File: config.mk
export PLATFORM = sky130hd
export DESIGN_NAME = rr_arbiter_hold_flat
export DESIGN_NICKNAME = d
export VERILOG_FILES = /design/src/rtl/rr_arbiter_hold_if.sv /design/src/rtl/rr_arbiter_hold.sv /design/src/flat_wrapper.sv
export SDC_FILE = /design/constraint.sdc
export NUM_CORES = 1
export LEC_CHECK = 0
export ABC_AREA = 1
export BUFFER_PORTS_ARGS = -buffer_cell sky130_fd_sc_hd__buf_2
export CORE_ASPECT_RATIO = 0.9
export CORE_MARGIN = 2
export CORE_UTILIZATION = 57
export DETAILED_ROUTE_END_ITERATION = 10
export PLACE_DENSITY_LB_ADDON = 0.05
export SETUP_SLACK_MARGIN = 0.02
export SLEW_MARGIN = 20
export SYNTH_ARGS = -nofsm -noshare
export SYNTH_HDL_FRONTEND = slang
export SYNTH_SLANG_ARGS = --single-unit
File: constraint.sdc
create_clock -name clk -period 3.2 [get_ports clk]
set_clock_uncertainty 0.05 [all_clocks]
set_input_delay 0.48 -clock clk [delete_from_list [all_inputs] [get_ports clk]]
set_output_delay 0.48 -clock clk [all_outputs]
set_load 0.005 [all_outputs]
File: src/rtl/rr_arbiter_hold_if.sv
// rr_arbiter_hold_if: request/grant bundle between requesters (master) and the arbiter (slave)
// Ports: req/en_mask driven by master; gnt, gnt_vld, gnt_id, hold_cnt driven by slave
interface rr_arbiter_hold_if #(
    parameter int N     = 4,
    parameter int IDX_W = $clog2(N)
);
    logic [N-1:0]     req;
    logic [N-1:0]     en_mask;
    logic [N-1:0]     gnt;
    logic             gnt_vld;
    logic [IDX_W-1:0] gnt_id;
    logic [7:0]       hold_cnt;
    modport master (output req, en_mask, input gnt, gnt_vld, gnt_id, hold_cnt);
    modport slave  (input req, en_mask, output gnt, gnt_vld, gnt_id, hold_cnt);
endinterface

File: src/rtl/rr_arbiter_hold.sv
// rr_arbiter_hold: N-way round-robin arbiter where a grantee keeps the grant up to MAX_HOLD cycles
// Ports: clk, rst_n (async, active-low); bus.req/bus.en_mask in; bus.gnt (one-hot),
//        bus.gnt_vld, bus.gnt_id (held when idle), bus.hold_cnt (tenure minus 1) out, all registered
module rr_arbiter_hold #(
    parameter int N        = 4,
    parameter int MAX_HOLD = 4,
    parameter int IDX_W    = $clog2(N)
) (
    input logic             clk,
    input logic             rst_n,
    rr_arbiter_hold_if.slave bus
);
    typedef enum logic {IDLE, GRANT} state_t;
    state_t           state, state_n;
    logic [IDX_W-1:0] ptr, ptr_n, id_n, sel;
    logic [IDX_W:0]   idx;
    logic [7:0]       hold_n;
    logic [N-1:0]     ereq;
    logic             found;
    assign ereq = bus.req & bus.en_mask;
    // While granted, ptr is always owner+1, so one scan from ptr serves idle, release and timeout alike
    always_comb begin
        found = 1'b0;
        sel   = ptr;
        idx   = '0;
        for (int i = 0; i < N; i++) begin
            idx = {1'b0, ptr} + (IDX_W+1)'(i);
            if (idx >= (IDX_W+1)'(N)) idx = idx - (IDX_W+1)'(N);
            if (!found && ereq[idx[IDX_W-1:0]]) begin
                found = 1'b1;
                sel   = idx[IDX_W-1:0];
            end
        end
    end
    always_comb begin
        state_n = state;
        ptr_n   = ptr;
        id_n    = bus.gnt_id;
        hold_n  = bus.hold_cnt;
        if (state == IDLE || !ereq[bus.gnt_id] || bus.hold_cnt == 8'(MAX_HOLD - 1)) begin
            state_n = found ? GRANT : IDLE;
            hold_n  = '0;
            if (found) begin
                id_n  = sel;
                ptr_n = (sel == IDX_W'(N - 1)) ? '0 : sel + 1'b1;
            end
        end else begin
            hold_n = bus.hold_cnt + 8'd1;
        end
    end
    always_ff @(posedge clk or negedge rst_n) begin
        if (!rst_n) begin
            state        <= IDLE;
            ptr          <= '0;
            bus.gnt      <= '0;
            bus.gnt_vld  <= 1'b0;
            bus.gnt_id   <= '0;
            bus.hold_cnt <= '0;
        end else begin
            state        <= state_n;
            ptr          <= ptr_n;
            bus.gnt      <= (state_n == GRANT) ? {{(N-1){1'b0}}, 1'b1} << id_n : '0;
            bus.gnt_vld  <= state_n == GRANT;
            bus.gnt_id   <= id_n;
            bus.hold_cnt <= hold_n;
        end
    end
endmodule
File: src/flat_wrapper.sv
// flat-port wrapper written by rule: the top's interface ports become plain ports
module rr_arbiter_hold_flat 
#(
    parameter int N        = 4,
    parameter int MAX_HOLD = 4,
    parameter int IDX_W    = $clog2(N)
)
  (clk, rst_n, bus_req, bus_en_mask, bus_gnt, bus_gnt_vld, bus_gnt_id, bus_hold_cnt);
  rr_arbiter_hold_if #(.N(N), .IDX_W(IDX_W)) bus_i ();
  input logic clk;
  input logic rst_n;
  input wire logic [$bits(bus_i.req)-1:0] bus_req;
  input wire logic [$bits(bus_i.en_mask)-1:0] bus_en_mask;
  output wire logic [$bits(bus_i.gnt)-1:0] bus_gnt;
  output wire logic [$bits(bus_i.gnt_vld)-1:0] bus_gnt_vld;
  output wire logic [$bits(bus_i.gnt_id)-1:0] bus_gnt_id;
  output wire logic [$bits(bus_i.hold_cnt)-1:0] bus_hold_cnt;
  assign bus_i.req = bus_req;
  assign bus_i.en_mask = bus_en_mask;
  assign bus_gnt = bus_i.gnt;
  assign bus_gnt_vld = bus_i.gnt_vld;
  assign bus_gnt_id = bus_i.gnt_id;
  assign bus_hold_cnt = bus_i.hold_cnt;
  rr_arbiter_hold #(.N(N), .MAX_HOLD(MAX_HOLD), .IDX_W(IDX_W)) u_core (.clk(clk), .rst_n(rst_n), .bus(bus_i));
endmodule
==> impl_results.md <==
* Total wire length at 2660 um
* Share of layout cells above drive strength 1 at 29.9%
* Die Area at 2440 um^2
* First-pass GRT wire length at 4440 um
* Syn. warnings at 0
* Largest net degree at the start of global routing at 18
* Crit-path slowest cell: dfrtp_1
* Worst Hold Class: in2async
* Post-CTS Resized at 0
* Clock Tree Root: clkbuf_4
* Fin. Hold Viols at 0
* Vias per cell at 5.29
* Gp weighted congestion at 0.903
* Die W at 51.9 um
* Share of the synthesized area in the top cell type at 36.2%
* Setup crit start kind: flip-flop
* Reg2Reg Depth at 13
* # setup viols final at 0
* Status: complete, no violations
* Post-synthesis cell area at 1170 um^2
* RSZ-0062 raised after global routing: false
* Initial antenna violation count at 0
* Detailed Routing Iterations Pass 1 at 4
* Total gr overflow at 0
* Area Growth Syn to Fin at 12.9%
* Final worst path period share at 63.9%
* Max FO, Critical Path at 12
* Power per cell area at 1100 nW/um^2
* Total global-route track usage at 25.3%
* Cells after synthesis at 159
* Largest stage delay on the critical path at 0.61 ns
* Data required, critical path at 3.36 ns
* Gate power share at 66.8%
* CTS Buffer Depth at 2
* Slew HR at 70.0%
* Cell Int Power at 0.000660 W
* Fillers at 186
* Achievable Freq at 489 MHz
* Critical Path Most Common Cell: nand2_1
* Max_cap viols at 0
* Type of the worst setup path: reg2reg
* Most common cell after layout, fill and taps aside: nand2_1
* Area contributors post-synth: dfrtp_1 36%, nand2_1 14%, nand3_1 9.4%
* I/O Buffers at 24
* CTS Hold Buffers Added at 0
* Worst Max-Slew Pin Slew at 0.448 ns
* Most frequent cells in the layout: 45 x nand2_1, 24 x buf_2, 22 x nand3_1, 17 x dfrtp_1, 16 x nor2_1
* Post-Route Setup TNS at 0 ns
* Tmin final at 2.04 ns
* Pins over their slew limit at 0
* Io pins at 25
* CP Capture Type: flip-flop
* PnR Total Power at 0.00146 W
* Worst hold slack at 0.0309 ns
* Crit path DAT at 2.21 ns
* DR vias at 1,105
* Synthesis-stage register bit count at 17
* Number of core rows at 15
* Clk sinks at 17
* Sequential fraction of the synthesis area at 36.2%
* CTS clk-pin slew, worst paths at 0.11 ns
* N_diodes at 0
* Die height at 47.1 um
* DRC errors left at 0
* Initial Utilization at 60.8%
* Unique cell type count in the Yosys netlist at 23
* Worst path cell trace: inv_2 -> nand2_1 -> nand3_1 -> nand2_1 -> nand3_1 -> nand2_1 -> inv_1 -> nand2_1 -> nand2_1 -> nand2_1 -> nand3_1 -> nand2_1 -> nand2_1
* Switch share at 54.7%
* NumNets Final at 196
* Num CTS Buffers at 3
* Sequential power share at 24.7%
* Syn Nets at 170
* Worst-Skew Late Latency at 0.30 ns
* Iter 0 DRT Violations at 40
* DP Wirelength at 2110 um
* Core ar. at 1930 um^2
* CTS tree: done
* Yosys top cell by area: dfrtp_1
* Net Sw Power at 0.000796 W
* Lkg Pwr at 0.733 nW
* Wire length per cell at 12.7 um
* Clock network power share at 8.5%
* Post-synthesis average cell area at 7.39 um^2
* Routed Antenna Nets at 0
* Vias in the first global route at 1,001
* H-tree depth at 1
* Post-CTS Setup Repair Bufs at 0
* Worst IR drop on VDD at 0.802 mV
-- critical path: cells and delay by family (launching register included) --
| kind | cells | cell delay, ns |
|---|---|---|
| flip-flops | 1 | 0.61 |
| AND/OR/NAND/NOR | 11 | 1.03 |
| buffers and inverters | 2 | 0.26 |
-- routing by layer --
metal / vias to the layer above / wire (um) / track usage, %
met5: - / 0 / 0
met4: 0 / 41 / 7.89
met3: 6 / 147 / 6.69
met2: 35 / 1240 / 41.3
met1: 500 / 1220 / 33.3
li1: 564 / - / -
-- sequential cells by signal (all words and copies together) (netlist names) --
| register | cells |
|---|---|
| u_core.bus.gnt_vld | 1 |
| u_core.bus.hold_cnt | 8 |
| u_core.bus.gnt_id | 2 |
| u_core.ptr | 2 |
| u_core.bus.gnt | 4 |
-- power by group through the flow --
stage / registers [W] / clock network [W] / logic (W)
after detailed placement: 0.000361 / 0 / 0.000973
after global placement: 0.000360 / 0 / 0.000940
after global routing: 0.000369 / 0.000138 / 0.00109
after floorplan: 0.000330 / 0 / 0.000827
after CTS: 0.000357 / 0.000124 / 0.000975
final: 0.000360 / 0.000123 / 0.000973
-- logic make-up after synthesis --
| kind of cell | after synthesis | synth area share, % |
|---|---|---|
| simple gates | 113 | 48.6 |
| fa+ha+maj | 1 | 1.06 |
| flops | 17 | 36.2 |
| compound gates | 10 | 6.18 |
| xor+xnor | 1 | 0.746 |
| buf+inv | 17 | 7.24 |
-- final timing paths --
check                           slack, ns                   start                      to
worst max-delay path                 1.16           u_core.ptr[0]           u_core.ptr[1]
worst min-delay path                 0.03                   rst_n    u_core.bus.gnt_id[0]
worst max register to register       1.16           u_core.ptr[0]           u_core.ptr[1]
worst min register to register       0.43  u_core.bus.hold_cnt[0]  u_core.bus.hold_cnt[0]
max in group asynchronous            2.79                   rst_n      u_core.bus.gnt_vld
min in group clk                     0.43  u_core.bus.hold_cnt[0]  u_core.bus.hold_cnt[0]
-- cells in the mapped netlist --
cell type	instances
nand4_1	3
ha_1	1
nand2_4	4
nor2_2	1
a21oi_4	1
a21oi_1	2
nand2_2	11
inv_1	10
and3_1	2
buf_4	1
nor2_8	1
nand2_1	45
buf_6	2
nand3_2	4
dfrtp_1	17
nor2_1	16
inv_2	3
o21ai_4	1
inv_4	1
nor3_1	4
o21ai_0	6
xor2_1	1
nand3_1	22
-- through the flow --
stage / instances / cell area (um^2) / setup WS (ns) / util [%]
4_1_cts: 209 / 1330 / 1.18 / 68.6
3_3_place_gp: 205 / 1300 / 1.25 / 67.1
2_1_floorplan: 159 / 1170 / 1.55 / -
6_report: 209 / 1330 / 1.16 / 68.6
3_5_place_dp: 205 / 1300 / 1.20 / 67.1
5_1_grt: 209 / 1330 / 0.936 / 68.6
-- cell type report --
cell class | count | area (um^2) | area share [%]
Inverter | 14 | 55.1 | 4.15
Clock buffer | 3 | 22.5 | 1.70
Sequential cell | 17 | 425 | 32.1
Multi-Input combinational cell | 125 | 664 | 50.1
Timing Repair Buffer | 24 | 120 | 9.06
Clock inverter | 1 | 7.51 | 0.566
Tap cell | 25 | 31.3 | 2.36
Note: power is estimated with default switching activity, not from simulation.
